**config.mk**
```make
export PLATFORM = sky130hd
export DESIGN_NAME = object_line_scheduler
export DESIGN_NICKNAME = d
export VERILOG_FILES = /design/src/rtl/object_line_scheduler.sv
export SDC_FILE = /design/constraint.sdc
export NUM_CORES = 1
export LEC_CHECK = 0
export BUFFER_PORTS_ARGS = -buffer_cell sky130_fd_sc_hd__buf_4
export CAP_MARGIN = 20
export CORE_ASPECT_RATIO = 1.75
export CORE_MARGIN = 8
export CORE_UTILIZATION = 51
export DETAILED_ROUTE_END_ITERATION = 8
export GPL_TIMING_DRIVEN = 1
export PLACE_DENSITY = 0.72
export SLEW_MARGIN = 10
export SYNTH_ARGS = -nofsm -noshare
export SYNTH_HDL_FRONTEND = slang
export SYNTH_SLANG_ARGS = --single-unit
```
**constraint.sdc**
```tcl
create_clock -name vga_clk -period 5.25 [get_ports vga_clk]
set_clock_uncertainty 0.15 [all_clocks]
set_input_delay 0.525 -clock vga_clk [delete_from_list [all_inputs] [get_ports vga_clk]]
set_output_delay 0.525 -clock vga_clk [all_outputs]
set_load 0.01 [all_outputs]
```
**src/rtl/object_line_scheduler.sv**
```systemverilog
// Per-line sprite scheduler: picks up to two visible objects covering the next raster line
// from a frame-latched object table, with a shadow table for glitch-free CPU updates.
module object_line_scheduler (
   input  logic       vga_clk,
   input  logic       reset_n,
   input  logic [9:0] DrawX,
   input  logic [9:0] DrawY,
   input  logic       wr_en,
   input  logic [1:0] wr_idx,
   input  logic [9:0] wr_x,
   input  logic [9:0] wr_y,
   input  logic [9:0] wr_size,
   input  logic       wr_vis,
   output logic       slot0_valid,
   output logic       slot1_valid,
   output logic [1:0] slot0_id,
   output logic [1:0] slot1_id,
   output logic [9:0] slot0_x,
   output logic [9:0] slot0_y,
   output logic [9:0] slot0_size,
   output logic [9:0] slot1_x,
   output logic [9:0] slot1_y,
   output logic [9:0] slot1_size,
   output logic       line_overflow,
   output logic       busy
);

   typedef enum logic [1:0] {StIdle, StScan, StCommit} state_e;

   state_e     state_q, state_d;
   logic [1:0] scan_idx_q;
   logic [9:0] line_q;

   logic [9:0] sh_x [4];
   logic [9:0] sh_y [4];
   logic [9:0] sh_size [4];
   logic       sh_vis [4];
   logic [9:0] act_x [4];
   logic [9:0] act_y [4];
   logic [9:0] act_size [4];
   logic       act_vis [4];

   logic       p0_valid, p1_valid, p_ovf;
   logic [1:0] p0_id, p1_id;
   logic [9:0] p0_x, p0_y, p0_size, p1_x, p1_y, p1_size;

   logic        frame_commit, line_trigger;
   logic [9:0]  next_line;
   logic [9:0]  cur_x, cur_y, cur_size;
   logic        cur_vis;
   logic [9:0]  lo;
   logic [10:0] hi;
   logic        hit;

   assign frame_commit = (DrawY == 10'd480) && (DrawX == 10'd0);
   assign line_trigger = (DrawX == 10'd640);
   assign next_line    = (DrawY == 10'd524) ? 10'd0 : DrawY + 10'd1;

   assign cur_x    = act_x[scan_idx_q];
   assign cur_y    = act_y[scan_idx_q];
   assign cur_size = act_size[scan_idx_q];
   assign cur_vis  = act_vis[scan_idx_q];

   // Top of the object clamps at line 0; bottom gets an extra bit so it cannot wrap.
   assign lo  = (cur_size > cur_y) ? 10'd0 : cur_y - cur_size;
   assign hi  = {1'b0, cur_y} + {1'b0, cur_size};
   assign hit = cur_vis && (line_q >= lo) && ({1'b0, line_q} <= hi);

   assign busy = (state_q != StIdle);

   always_ff @(posedge vga_clk or negedge reset_n) begin
      if (!reset_n) begin
         for (int i = 0; i < 4; i++) begin
            sh_x[i]     <= '0;
            sh_y[i]     <= '0;
            sh_size[i]  <= '0;
            sh_vis[i]   <= 1'b0;
            act_x[i]    <= '0;
            act_y[i]    <= '0;
            act_size[i] <= '0;
            act_vis[i]  <= 1'b0;
         end
      end else begin
         // Non-blocking copy means a coincident write lands in shadow only.
         if (frame_commit) begin
            for (int i = 0; i < 4; i++) begin
               act_x[i]    <= sh_x[i];
               act_y[i]    <= sh_y[i];
               act_size[i] <= sh_size[i];
               act_vis[i]  <= sh_vis[i];
            end
         end
         if (wr_en) begin
            sh_x[wr_idx]    <= wr_x;
            sh_y[wr_idx]    <= wr_y;
            sh_size[wr_idx] <= wr_size;
            sh_vis[wr_idx]  <= wr_vis;
         end
      end
   end

   always_comb begin
      state_d = state_q;
      case (state_q)
         StIdle:   if (line_trigger && (next_line < 10'd480)) state_d = StScan;
         StScan:   if (scan_idx_q == 2'd3) state_d = StCommit;
         StCommit: state_d = StIdle;
         default:  state_d = StIdle;
      endcase
   end

   always_ff @(posedge vga_clk or negedge reset_n) begin
      if (!reset_n) begin
         state_q       <= StIdle;
         scan_idx_q    <= '0;
         line_q        <= '0;
         p0_valid      <= 1'b0;
         p0_id         <= '0;
         p0_x          <= '0;
         p0_y          <= '0;
         p0_size       <= '0;
         p1_valid      <= 1'b0;
         p1_id         <= '0;
         p1_x          <= '0;
         p1_y          <= '0;
         p1_size       <= '0;
         p_ovf         <= 1'b0;
         slot0_valid   <= 1'b0;
         slot0_id      <= '0;
         slot0_x       <= '0;
         slot0_y       <= '0;
         slot0_size    <= '0;
         slot1_valid   <= 1'b0;
         slot1_id      <= '0;
         slot1_x       <= '0;
         slot1_y       <= '0;
         slot1_size    <= '0;
         line_overflow <= 1'b0;
      end else begin
         state_q <= state_d;
         case (state_q)
            StIdle: begin
               if (state_d == StScan) begin
                  line_q     <= next_line;
                  scan_idx_q <= '0;
                  p0_valid   <= 1'b0;
                  p0_id      <= '0;
                  p0_x       <= '0;
                  p0_y       <= '0;
                  p0_size    <= '0;
                  p1_valid   <= 1'b0;
                  p1_id      <= '0;
                  p1_x       <= '0;
                  p1_y       <= '0;
                  p1_size    <= '0;
                  p_ovf      <= 1'b0;
               end
            end
            StScan: begin
               scan_idx_q <= scan_idx_q + 2'd1;
               if (hit) begin
                  if (!p0_valid) begin
                     p0_valid <= 1'b1;
                     p0_id    <= scan_idx_q;
                     p0_x     <= cur_x;
                     p0_y     <= cur_y;
                     p0_size  <= cur_size;
                  end else if (!p1_valid) begin
                     p1_valid <= 1'b1;
                     p1_id    <= scan_idx_q;
                     p1_x     <= cur_x;
                     p1_y     <= cur_y;
                     p1_size  <= cur_size;
                  end else begin
                     p_ovf <= 1'b1;
                  end
               end
            end
            StCommit: begin
               slot0_valid   <= p0_valid;
               slot0_id      <= p0_id;
               slot0_x       <= p0_x;
               slot0_y       <= p0_y;
               slot0_size    <= p0_size;
               slot1_valid   <= p1_valid;
               slot1_id      <= p1_id;
               slot1_x       <= p1_x;
               slot1_y       <= p1_y;
               slot1_size    <= p1_size;
               line_overflow <= p_ovf;
            end
            default: ;
         endcase
      end
   end

endmodule

```
==> results by stage, run 1 <==
Yosys:
- In this run, synthesis produced a sequential element count of about 400.
- The net count after synthesis is 1267.
- Synthesis produced a netlist whose cell count is 1166.
- In this run, synthesis inferred 0 flip-flops with an integrated enable.
- The share of synthesized area in the top cell type comes to a little under three fifths.
- The synthesized netlist occupies a cell area of 17360 um^2.
- Ranked by instance count, the synthesized netlist is headed by 396 x sky130_fd_sc_hd__dfrtp_1, 325 x sky130_fd_sc_hd__mux2_2, 43 x sky130_fd_sc_hd__ha_1.
- Yosys instantiated no cell more often than sky130_fd_sc_hd__dfrtp_1.
- The async set or reset register ratio after synthesis is 100.0%.
- The mean post-synth cell area is 14.89 um^2.
- The prevailing post-synth register cell is sky130_fd_sc_hd__dfrtp_1.
- Sequential cells were found to cover 57.07% of the synthesized design area.
- The number of warnings reported in the yosys synthesis log is 0.
- By area the synthesized netlist is led by sky130_fd_sc_hd__dfrtp_1 57%, sky130_fd_sc_hd__mux2_2 21%, sky130_fd_sc_hd__mux4_2 4.0%.
- Synthesis instantiated 53 different standard cells from the library.
- Of all cell types, the one taking the most synthesized area is sky130_fd_sc_hd__dfrtp_1.

Place:
- Routability-driven placement finished with a final weighted congestion of between 0.8 and 0.9.
- Port buffering added 123 buffers.
- The number of placed instances, taps included, is 1721.
- The wire-length estimate of the detail-placed layout is 24660 um.
- The instance area at placement is 18920 um^2.

STA:
- The count of final setup violators is 0.
- Setup repair after global routing left no endpoint under its margin.
- The tightest hold margin is ~0.074 ns.
- The max-slew violation count is 0.
- The top achievable clock speed is between 0.15 and 0.2 GHz.
- The final count of hold timing violations is 0.
- The clock period could shrink to 5.034 ns.
- Of the available clock period, the critical path in the final layout requires 95.89%.
- At the pin with the least slew margin, the transition time is about 0.85 ns.
- The worst pin sits at a relative slew slack of a little over two fifths.

Global routing:
- The initial antenna violation count is 0.
- The total track usage is 18.04%.
- Global routing consumed, on the met3 layer, under 10% of the routing resources.
- The number of global-route vias before repair was approximately 11000.
- Entering global routing, the biggest net connects around 140 pins.
- For this run, global-route usage on met2 was measured as roughly 32%.
- met2 is the most crowded layer.
- The first global-routing pass estimated ~58000 um of wire.
- Global routing finished with a remaining overflow of 0.
- The met1 layer usage reported by global route is a little over a fifth.

Run status:
- The run finished with clean final reports.

Floorplanning:
- The horizontal extent of the die is around 160 um.
- The starting utilization of the core area is about half.
- The number of rows in the core area is 89.
- The core region area is 33630 um^2.
- The die covers 40440 um^2.
- The floorplan die height is approximately 260 um.
- In this run the count of I/O pins placed on the die edge is between 100 and 150.

Critical path:
- The startpoint of the worst register-to-register path is scan_idx_q[0].
- The worst setup path is launched from a flop.
- The type of the worst setup path is flop to flop.
- For the worst setup path, the data required time is approximately 5.5 ns.
- Of all nets on the critical path, the largest fanout is 8.
- The most critical setup path has its startpoint at scan_idx_q[0].
- STA puts the critical path data arrival time at 5.28 ns.
- The endpoint kind of the worst setup timing path is a flop.

Pwr:
- The total leakage power is 0.009896 uW.
- Across the VDD grid, the largest voltage drop is 273.2 uV.
- The areal power density over the cells is about 320 nW/um^2.

Finish:
- Cells fill 60.28% of the core in the end.
- The post-route netlist has between 40% and 50% of its cells at a drive strength greater than 1.
- For this run, the number of standard cells in the final layout without fillers is around 1800.
- From synthesis to final layout, the design area changed by 16.75%.
- The final design instance area without fill is around 20000 um^2.
- After filler insertion, the fill cell instance count of the layout stands at between 2000 and 3000.
- The final net count is between 1000 and 1500.
- The antenna diode count is 0.

Route:
- The detail-routed via count per cell is 5.414.
- The routed wire length per instance is between 20 and 25 um.
- The initial detailed-routing violation count is 355.
- The total wirelength of the detailed-routed design is 36040 um.
- For this block, the via count after detailed routing is approximately 9700.
- Before antenna repair, the detailed router went through 6 iterations.
- The post-route antenna net violation count is 0.
- The DRC violations left is 0.

CTS:
- The number of levels the H-tree was split into is 2.
- The CTS root buffer is sky130_fd_sc_hd__clkbuf_16.
- CTS saw 396 sinks.
- The worst-case clock buffer depth is 3.
- Clock-pin slew was measured on the worst setup and hold paths at 0.06 ns.
- The insertion delay of the later-clocked pin in the worst-skew pair is approximately 0.54 ns.
- The CTS buffer count is 35.
- TritonCTS built the clock tree.

Min path:
- The beginning of the worst hold path is DrawY[0].
- The classification of the worst-slack hold path is input pin to flop.

Job:
- The tool flagged a number of max-cap violations equal to 0.
-- cells in the final DEF, fill, tap and decap left out, drive strengths merged, types with 9 or more instances in the layout --
cell type and n:
ha 43, dfrtp 396, and2 28, a21oi 18
nor2 21, mux2 378, xnor2 18, buf 166
clkbuf 47, mux4 31, o31ai 9, nand2 35
inv 28, o21ai 18
-- path summary, 6_finish.rpt --
| kind | endpoint | slack [ns] | cells after the start |
|---|---|---|---|
| worst max-delay path | p0_y[4] | 0.22 | 19 |
| worst min-delay path | line_q[0] | 0.07 | 2 |
| worst max register to register | p0_y[4] | 0.22 | 19 |
| worst min register to register | p0_x[8] | 0.33 | 1 |
| max in group asynchronous | slot1_size[5] | 3.29 | 3 |
| min in group asynchronous | act_y[17] | 0.46 | 2 |
-- metal layers --
layer,wire length [um],share of wire [%]
met1,14370,40
met2,19390,54
met3,1301,3.6
met4,977,2.7
met5,0,0
-- cell families after synthesis --
logic type / count (synthesis) / synth area share, %
and+or+nand+nor: 144 / 4.482
AOI/OAI and AO/OA: 68 / 2.753
buffers and inverters: 81 / 2.018
adders and majority gates: 45 / 3.329
xor gates and xnor gates: 23 / 1.160
muxes: 409 / 29.18
DFF: 396 / 57.07
-- timing repair --
item,CTS,global route
gates cloned,0,3
hold buffers,1,0
buffers inserted,4,6
endpoints found under the setup margin,64,64
hold endpoints to repair,103,0
gates resized for setup,2,16
pin swaps,0,3
-- per-stage QoR --
stage	total power, uW	setup WS (ns)	TNS [ns]
2_1_floorplan	3716	0.1141	0
3_3_place_gp	3935	0.008903	0
3_5_place_dp	3960	-0.1039	-2.755
4_1_cts	6548	0.07324	0
5_1_grt	6733	0.03487	0
6_report	6476	0.2156	0
-- sequential cells by signal, summed over array words and instances (netlist names), 4 cells and up --
| register | cells |
|---|---|
| slot0_size | 10 |
| slot0_y | 10 |
| slot1_x | 10 |
| p1_x | 10 |
| p1_size | 10 |
| act_vis | 4 |
| slot1_size | 10 |
| sh_x | 40 |
| act_y | 40 |
| p0_size | 10 |
| slot0_x | 10 |
| p0_x | 10 |
| sh_y | 40 |
| line_q | 10 |
| p1_y | 10 |
| act_size | 40 |
| sh_size | 40 |
| sh_vis | 4 |
| act_x | 40 |
| slot1_y | 10 |
| p0_y | 10 |
-- final cells by class --
type / count / area, um^2 / share of cell area, %
Sequential cell: 396 / 9915 / 48.91
Multi-Input combinational cell: 690 / 7184 / 35.44
Timing Repair Buffer: 168 / 1384 / 6.826
Clock buffer: 46 / 968.4 / 4.777
Tap cell: 455 / 569.3 / 2.808
Clock inverter: 12 / 153.9 / 0.7592
Inverter: 26 / 97.59 / 0.4814
-- critical path, stage by stage, from the launching register on --
cell and delay [ns]:
sky130_fd_sc_hd__dfrtp_4 0.48, sky130_fd_sc_hd__buf_4 0.16, sky130_fd_sc_hd__mux4_2 0.56, sky130_fd_sc_hd__ha_1 0.23, sky130_fd_sc_hd__nand2b_1 0.08, sky130_fd_sc_hd__a21oi_1 0.08
sky130_fd_sc_hd__o21bai_1 0.19, sky130_fd_sc_hd__a21oi_2 0.10, sky130_fd_sc_hd__o41ai_2 0.23, sky130_fd_sc_hd__buf_4 0.17, sky130_fd_sc_hd__mux2_2 0.33, sky130_fd_sc_hd__nor4_2 0.28
sky130_fd_sc_hd__ha_1 0.18, sky130_fd_sc_hd__nand3_1 0.11, sky130_fd_sc_hd__o31ai_1 0.25, sky130_fd_sc_hd__a21oi_1 0.07, sky130_fd_sc_hd__and3_4 0.22, sky130_fd_sc_hd__o31ai_4 0.43
sky130_fd_sc_hd__clkbuf_16 0.26, sky130_fd_sc_hd__mux2_1 0.32
-- power by group --
group / internal [uW] / switching (uW) / leakage, uW
Combinational: 311 / 259 / 0.00410
Sequential: 3240 / 108 / 0.00524
Clock: 1450 / 1100 / 0.000555
Total: 5010 / 1470 / 0.00990
Power figures use the tool's default switching activity.
==> inputs of run 2 (changes only) <==
--- a/config.mk
+++ b/config.mk
@@ -13,6 +13,7 @@
 export DETAILED_ROUTE_END_ITERATION = 8
 export GPL_TIMING_DRIVEN = 1
 export PLACE_DENSITY = 0.72
+export RECOVER_POWER = 100
 export SLEW_MARGIN = 10
 export SYNTH_ARGS = -nofsm -noshare
 export SYNTH_HDL_FRONTEND = slang
==> run 2 against run 1 <==
The run now ends with capacitance limit, slew limit left. Maximum frequency shrank 0.29%. Largest cell class unchanged. Flip-flop and latch count did not move. Hold slack lost 0.00091 ns.
==> results by stage, run 2 (synthesis gave the netlist of run 1 again) <==
STA:
- The top achievable clock speed is 0.1981 GHz (-0.29%).
- The normalized max-slew margin is -140.1% (-180 points).
- The tightest hold margin is 0.07341 ns (-0.0009050 ns).
- The final period utilization came to 96.17% (+0.28 points).
- Setup repair after global routing left no endpoint under its margin.
- The max-slew violation count was 518 (+518).
- The final total negative setup slack came to 0 ns (unchanged).
- The final count of hold timing violations is 0 (unchanged).
- The final critical-path required period is 5.049 ns (+0.01455 ns).
- The slew at the pin with the worst max-slew slack is 3.601 ns (+2.749 ns).
- The count of final setup violators is 0 (unchanged).

Critical path:
- The logic depth of the worst register-to-register path came to 18 (-1).
- The required time of the critical path is 5.49 ns (about the same).
- STA classifies the critical path startpoint as a flop.
- The startpoint identified for the worst register-to-register timing path is scan_idx_q[0].
- The critical path is of the flop to flop type.
- The worst setup path is captured at a flop.
- The terminus of the critical flop-to-flop path is p0_y[4].
- The arrival time at the worst endpoint is 5.29 ns (about the same).
- The worst reg-to-reg setup slack is 0.20 ns (about the same).
- The critical-path maximum fanout is 8 (unchanged).

Pwr:
- The logic gate share of total power is 8.8% (about the same).
- The internal cell power is 5005 uW (about the same).
- The proportion of power drawn by flip-flops and latches is 51.7% (about the same).
- The areal power density over the cells is 326.1 nW/um^2 (+2.1%).
- The total leakage power came to 0.009518 uW (-3.8%).
- The share of total power in the clock network is 39.5% (about the same).
- The fraction of power spent switching nets is 22.72% (about the same).
- The worst supply voltage drop on vdd is 273.9 uV (+0.26%).
- The net switching power figure is 1472 uW (about the same).

CTS:
- The number of levels the H-tree was split into was 2 (unchanged).
- The worst-case clock buffer depth is 3 (unchanged).
- TritonCTS built the clock tree.
- The CTS sink count came to 396 (unchanged).
- The CTS root buffer is sky130_fd_sc_hd__clkbuf_16.
- The CTS buffer count is 35 (unchanged).
- The clock slew seen by the registers of the worst setup and hold paths is 0.06 ns (about the same).
- The insertion delay of the later-clocked pin in the worst-skew pair was 0.54 ns (about the same).

Global routing:
- The global-route wire length before repair is 57610 um (unchanged).
- The initial antenna violation count came to 0 (unchanged).
- The number of global-route vias before repair came to 10540 (unchanged).
- The total track usage is 18.04% (unchanged).
- The overflow left after global routing is 0 (unchanged).
- The maximum number of pins on one net before global-route repair is 137 (unchanged).

Finish:
- The share of post-route cells with drive strength above 1 came to 39.84% (-7.1 points).
- The final net count came to 1418 (unchanged).
- The area growth from synthesis to layout is 14.39%.
- The antenna diode count is 0 (unchanged).
- The library cells used most frequently in the layout, excluding fill and tap cells, are 394 x sky130_fd_sc_hd__dfrtp_1, 324 x sky130_fd_sc_hd__mux2_2, 85 x sky130_fd_sc_hd__clkbuf_1, 76 x sky130_fd_sc_hd__buf_4, 43 x sky130_fd_sc_hd__ha_1.
- Leaving out fill and tap cells, the most frequent cell in the layout is sky130_fd_sc_hd__dfrtp_1.
- The utilization after layout is 59.06% (-1.2 points).

Floorplanning:
- The core region area was 33630 um^2 (unchanged).
- The floorplan die area was 40440 um^2 (unchanged).
- The horizontal extent of the die is 155.5 um (unchanged).
- The floorplan die height came to 260.1 um (unchanged).
- The number of top-level design ports is 124 (unchanged).
- The number of rows in the core area was 89 (unchanged).
- The starting utilization of the core area is 51.63% (unchanged).

Route:
- The count of TritonRoute iterations in the first routing pass is 4 (-2).
- The routed wire length per instance is 20.20 um (+0.50%).
- The post-route antenna net violation count is 0 (unchanged).
- The total wirelength of the detailed-routed design came to 36220 um (+0.50%).
- The routed via count is 9718 (+0.10%).
- The DRC violations left is 0 (unchanged).
- The initial detailed-routing violation count is 328 (-7.6%).
- The detail-routed via count per cell came to 5.420 (+0.10%).

Min path:
- The worst hold path belongs to the class input pin to flop.
- The beginning of the worst hold path is DrawY[0].
- The cell depth of the worst min-delay path is 2 (unchanged).
- The path with the worst hold slack has its endpoint at line_q[0].

Job:
- The count of max-cap constraint violations is 9 (+9).

Place:
- The number of port buffers is 123 (unchanged).
- The final HPWL from detailed placement is 24660 um (unchanged).
- The final estimated routing congestion in global placement is 0.8452 (unchanged).

Run status:
- The flow ran to the end, but the final reports show violations.
- The checks that failed: capacitance limit, slew limit.
==> run 2: cell count changes in the layout (fill, tap and decap cells not counted), moves of 2 or more <==
cell and delta:
sky130_fd_sc_hd__clkbuf_4 +2, sky130_fd_sc_hd__buf_4 -80, sky130_fd_sc_hd__buf_12 -2, sky130_fd_sc_hd__clkbuf_1 +78, sky130_fd_sc_hd__clkbuf_2 +3, sky130_fd_sc_hd__mux2_1 +13, sky130_fd_sc_hd__mux2_4 -12
==> run 2: stage by stage <==
stage          total power, uW  cell area, um^2  worst slack [ns]  instances
4_1_cts                   6548            20080           0.07324       1784
3_3_place_gp              3935            18920          0.008903       1721
5_1_grt                   6731            19860           0.01798       1793
3_5_place_dp              3960            18920           -0.1039       1721
6_report                  6476            19860            0.2010       1793
2_1_floorplan             3716            17360            0.1141       1166
==> run 2: power groups by stage <==
stage	clock, uW	sequential, uW	combinational, uW
after floorplan	0	3350	364
after global routing	2730	3370	626
after global placement	0	3400	530
after CTS	2620	3350	580
after detailed placement	0	3420	543
final	2560	3350	569
==> run 2: what timing repair did <==
item / in CTS / in global routing
pin swaps: 0 / 3
setup endpoints to repair: 64 / 64
buffers inserted: 4 / 6
resized for setup: 2 / 16
hold endpoints to repair: 103 / 0
cloned: 0 / 3
hold buffers: 1 / 0
==> run 2: worst max path at each step <==
stage / startpoint / to / slack (ns) / depth (start not counted)
6_report: scan_idx_q[0] / p0_y[4] / 0.20 / 18
5_1_grt: scan_idx_q[0] / p1_y[2] / 0.02 / 20
4_1_cts: scan_idx_q[0] / p1_y[9] / 0.07 / 19
3_5_place_dp: scan_idx_q[0] / p1_y[9] / -0.10 / 19
3_3_place_gp: scan_idx_q[0] / p0_size[4] / 0.009 / 21
2_1_floorplan: scan_idx_q[0] / p0_y[0] / 0.11 / 23
==> run 2: routing by layer <==
| metal | global-route usage, % | up-vias | wire (um) |
|---|---|---|---|
| li1 | - | 4455 | - |
| met1 | 21.71 | 5036 | 14490 |
| met2 | 32.11 | 168 | 19440 |
| met3 | 2.942 | 59 | 1278 |
| met4 | 6.253 | 0 | 1012 |
| met5 | 0 | - | 0 |
==> run 2: area by class of cell <==
type                            count  area, um^2
Clock buffer                       46       968.4
Fill cell                        2782       13770
Inverter                           26       97.59
Sequential cell                   396        9915
Multi-Input combinational cell    690        7107
Timing Repair Buffer              168        1051
Clock inverter                     12       153.9
Tap cell                          455       569.3
==> run 2: worst max-delay path: stages, from the launching register on <==
cell                        delay (ns)
sky130_fd_sc_hd__dfrtp_4          0.49
sky130_fd_sc_hd__mux4_2           0.59
sky130_fd_sc_hd__ha_1             0.33
sky130_fd_sc_hd__nand2b_1         0.15
sky130_fd_sc_hd__a21oi_1          0.20
sky130_fd_sc_hd__o21bai_1         0.11
sky130_fd_sc_hd__a21oi_1          0.28
sky130_fd_sc_hd__o41ai_2          0.10
sky130_fd_sc_hd__buf_4            0.15
sky130_fd_sc_hd__mux2_2           0.27
sky130_fd_sc_hd__nor4_2           0.28
sky130_fd_sc_hd__ha_1             0.18
sky130_fd_sc_hd__nand3_1          0.10
sky130_fd_sc_hd__o31ai_1          0.25
sky130_fd_sc_hd__a21oi_1          0.07
sky130_fd_sc_hd__and3_4           0.22
sky130_fd_sc_hd__o31ai_4          0.43
sky130_fd_sc_hd__clkbuf_16        0.26
sky130_fd_sc_hd__mux2_1           0.32
==> inputs of run 3 (changes only) <==
--- a/config.mk
+++ b/config.mk
@@ -12,7 +12,7 @@
 export CORE_UTILIZATION = 51
 export DETAILED_ROUTE_END_ITERATION = 8
 export GPL_TIMING_DRIVEN = 1
-export PLACE_DENSITY = 0.72
+export PLACE_DENSITY = 0.69
 export RECOVER_POWER = 100
 export SLEW_MARGIN = 10
 export SYNTH_ARGS = -nofsm -noshare
==> constraint.sdc (replaced) <==
create_clock -name vga_clk -period 5.82 [get_ports vga_clk]
set_clock_uncertainty 0.15 [all_clocks]
set_input_delay 0.582 -clock vga_clk [delete_from_list [all_inputs] [get_ports vga_clk]]
set_output_delay 0.582 -clock vga_clk [all_outputs]
set_load 0.01 [all_outputs]
==> run 3 against run 2 <==
The run still ends with capacitance limit, slew limit left. Non-clock buffer count fell by 26. Design area is 1.9% lower. First-iteration DRC count is 17% higher. Setup slack improved by 0.20 ns. Maximum frequency shrank 6.9%. Combinational power is 17% lower. Critical path depth unchanged. Critical path type unchanged. Largest power group unchanged.
==> results by stage, run 3 (synthesis gave the netlist of run 1 again) <==
STA:
- The tightest hold margin came to 0.1624 ns (+0.08901 ns).
- Setup repair after global routing left no endpoint under its margin.
- The normalized max-slew margin is -139.4% (+0.65 points).
- The final period utilization came to 93.14% (-3.0 points).
- The count of final setup violators is 0 (unchanged).
- The final count of hold timing violations is 0 (unchanged).
- The final worst-path setup slack was 0.3990 ns (+0.1980 ns).
- The top achievable clock speed came to 0.1845 GHz (-6.9%).
- The final critical-path required period is 5.421 ns (+0.3720 ns).
- The final total negative setup slack is 0 ns (unchanged).
- The slew at the pin with the worst max-slew slack is 3.591 ns (-0.009812 ns).
- The max-slew violation count is 565 (+9.1%).

Route:
- The detail-routed via count per cell is 5.450 (+0.56%).
- The post-route antenna net violation count was 0 (unchanged).
- The routed via count was 9647 (-0.73%).
- The routed wire length per instance is 19.67 um (-2.6%).
- The count of TritonRoute iterations in the first routing pass came to 4 (unchanged).
- The total wirelength of the detailed-routed design was 34820 um (-3.9%).
- The DRC violations left is 0 (unchanged).
- The initial detailed-routing violation count came to 385 (+17%).

Pwr:
- The share of total power in the clock network is 39.0% (-0.5 points).
- The logic gate share of total power is 8.2% (-0.6 points).
- The net switching power figure is 1310 uW (-11%).
- The worst supply voltage drop on vdd is 309.4 uV (+13%).
- The fraction of power spent switching nets was 22.83% (+0.11 points).
- The internal cell power is 4427 uW (-12%).
- The total leakage power is 0.009294 uW (-2.4%).
- The proportion of power drawn by flip-flops and latches was 52.8% (+1.1 points).
- The areal power density over the cells is 294.3 nW/um^2 (-9.8%).

Critical path:
- The startpoint class of the critical path is a flop.
- The worst reg-to-reg setup slack is 0.40 ns (+0.20 ns).
- The critical-path maximum fanout is 12 (+4).
- The type of the worst setup path is flop to flop.
- The endpoint kind of the worst setup timing path is a flop.
- The arrival time at the worst endpoint is 5.67 ns (+0.38 ns).
- The required time of the critical path is 6.07 ns (+0.58 ns).

Finish:
- The final net count is 1392 (-1.8%).
- In the layout the commonest cells are 395 x sky130_fd_sc_hd__dfrtp_1, 324 x sky130_fd_sc_hd__mux2_2, 89 x sky130_fd_sc_hd__clkbuf_1, 55 x sky130_fd_sc_hd__buf_4, 51 x sky130_fd_sc_hd__mux2_1.
- The signed area change from the synthesized netlist to the final layout is 12.27%.
- The library cell used most frequently in the layout, excluding fill and tap cells, is sky130_fd_sc_hd__dfrtp_1.
- The antenna diode count is 0 (unchanged).
- The share of post-route cells with drive strength above 1 is 36.65% (-3.2 points).
- The total of fill cells in the finished design is 2855 (+2.6%).

Min path:
- The classification of the worst-slack hold path is input pin to flop.

CTS:
- The buffer count from post-CTS setup fixing is 0 (-4).
- The CTS sink count is 396 (unchanged).
- The tree is rooted in a sky130_fd_sc_hd__clkbuf_16.
- The worst-case clock buffer depth is 3 (unchanged).
- The number of levels the H-tree was split into is 2 (unchanged).
- The insertion delay of the later-clocked pin in the worst-skew pair was 0.53 ns (about the same).
- The TritonCTS clock tree is done.
- The CTS buffer count is 36 (+2.9%).
- The clock slew seen by the registers of the worst setup and hold paths is 0.06 ns (about the same).

Floorplanning:
- The floorplan die area is 40440 um^2 (unchanged).
- The starting utilization of the core area is 51.63% (unchanged).
- The core region area was 33630 um^2 (unchanged).
- The number of rows in the core area came to 89 (unchanged).
- The floorplan die height was 260.1 um (unchanged).
- The horizontal extent of the die is 155.5 um (unchanged).
- The number of top-level design ports came to 124 (unchanged).

Place:
- The final HPWL from detailed placement came to 23800 um (-3.5%).
- The number of port buffers is 123 (unchanged).
- The final estimated routing congestion in global placement is 0.8561 (+1.3%).
- The worst slack at placement is 0.3876 ns (+0.4915 ns).

Global routing:
- The peak-usage layer in the global routing report is met2.
- The initial antenna violation count is 0 (unchanged).
- The global-route wire length before repair is 57060 um (-0.96%).
- The met1 layer usage reported by global route came to 21.52% (-0.19 points).
- The overflow left after global routing is 0 (unchanged).
- The maximum number of pins on one net before global-route repair is 177 (+29%).
- The global-route met3 utilization was 3.108% (+0.17 points).
- The met2 usage came to 31.50% (-0.61 points).
- The number of global-route vias before repair is 10390 (-1.4%).
- The total track usage is 17.73% (-0.30 points).

Job:
- The count of max-cap constraint violations came to 8 (-1).

Run status:
- The checks that failed: capacitance limit, slew limit.
- The run finished, with violations left.
-- run 3: path summary, 6_finish.rpt --
kind / cells past startpoint / end / start
setup / recovery: 18 / p1_x[2] / scan_idx_q[1]
hold / removal: 2 / sh_x[15] / wr_x[5]
setup reg to reg: 18 / p1_x[2] / scan_idx_q[1]
hold reg to reg: 2 / line_q[0] / line_q[0]
max in group asynchronous: 3 / act_y[39] / reset_n
min in group asynchronous: 2 / sh_y[22] / reset_n
-- run 3: final cells by class --
cell class | count | area, um^2 | share of cell area [%]
flip-flops and latches | 396 | 9911 | 50.84
well taps | 455 | 569.3 | 2.920
repair buffers | 142 | 814.5 | 4.178
clock inverters | 9 | 61.31 | 0.3145
clock buffers | 53 | 1046 | 5.366
inverters | 26 | 97.59 | 0.5006
multi-input cells | 689 | 6994 | 35.88
-- run 3: metal layers --
layer	vias to the layer above	share of wire, %
met1	5046	41
met3	52	3.8
met5	-	0
li1	4410	-
met2	139	52
met4	0	2.3
-- run 3: power groups by stage --
stage	logic, uW	clock network (uW)	registers (uW)
finish	473	2230	3030
global route	520	2420	3050
CTS	492	2310	3030
detailed placement	491	0	3080
global placement	477	0	3070
floorplan	329	0	3020
-- run 3: what timing repair did --
item	4_1_cts	5_1_grt
gates resized for setup	0	1
setup endpoints to repair	0	33
hold buffers	1	0
endpoints found under the hold margin	65	0
-- run 3: worst max-delay path: stages (launching register included) --
cell,delay [ns]
sky130_fd_sc_hd__dfrtp_1,0.68
sky130_fd_sc_hd__clkbuf_1,0.27
sky130_fd_sc_hd__mux4_2,0.44
sky130_fd_sc_hd__ha_1,0.33
sky130_fd_sc_hd__nand2b_1,0.10
sky130_fd_sc_hd__a21oi_1,0.08
sky130_fd_sc_hd__o21bai_1,0.16
sky130_fd_sc_hd__a21oi_1,0.12
sky130_fd_sc_hd__o41ai_1,0.52
sky130_fd_sc_hd__mux2_2,0.40
sky130_fd_sc_hd__nor4_1,0.29
sky130_fd_sc_hd__ha_1,0.29
sky130_fd_sc_hd__nand3_1,0.11
sky130_fd_sc_hd__o31ai_1,0.08
sky130_fd_sc_hd__a21oi_1,0.11
sky130_fd_sc_hd__and3_1,0.30
sky130_fd_sc_hd__o21a_4,0.30
sky130_fd_sc_hd__buf_4,0.22
sky130_fd_sc_hd__mux2_1,0.34
-- run 3: metrics by stage --
stage                     instance area [um^2]  std cells  total power (uW)  utilization [%]
after floorplan                          17360       1166              3352                -
after global placement                   18840       1707              3549            56.02
after detailed placement                 18840       1707              3573            56.02
after CTS                                19960       1770              5836            59.34
after global routing                     19490       1770              5989            57.97
final                                    19490       1770              5737            57.97
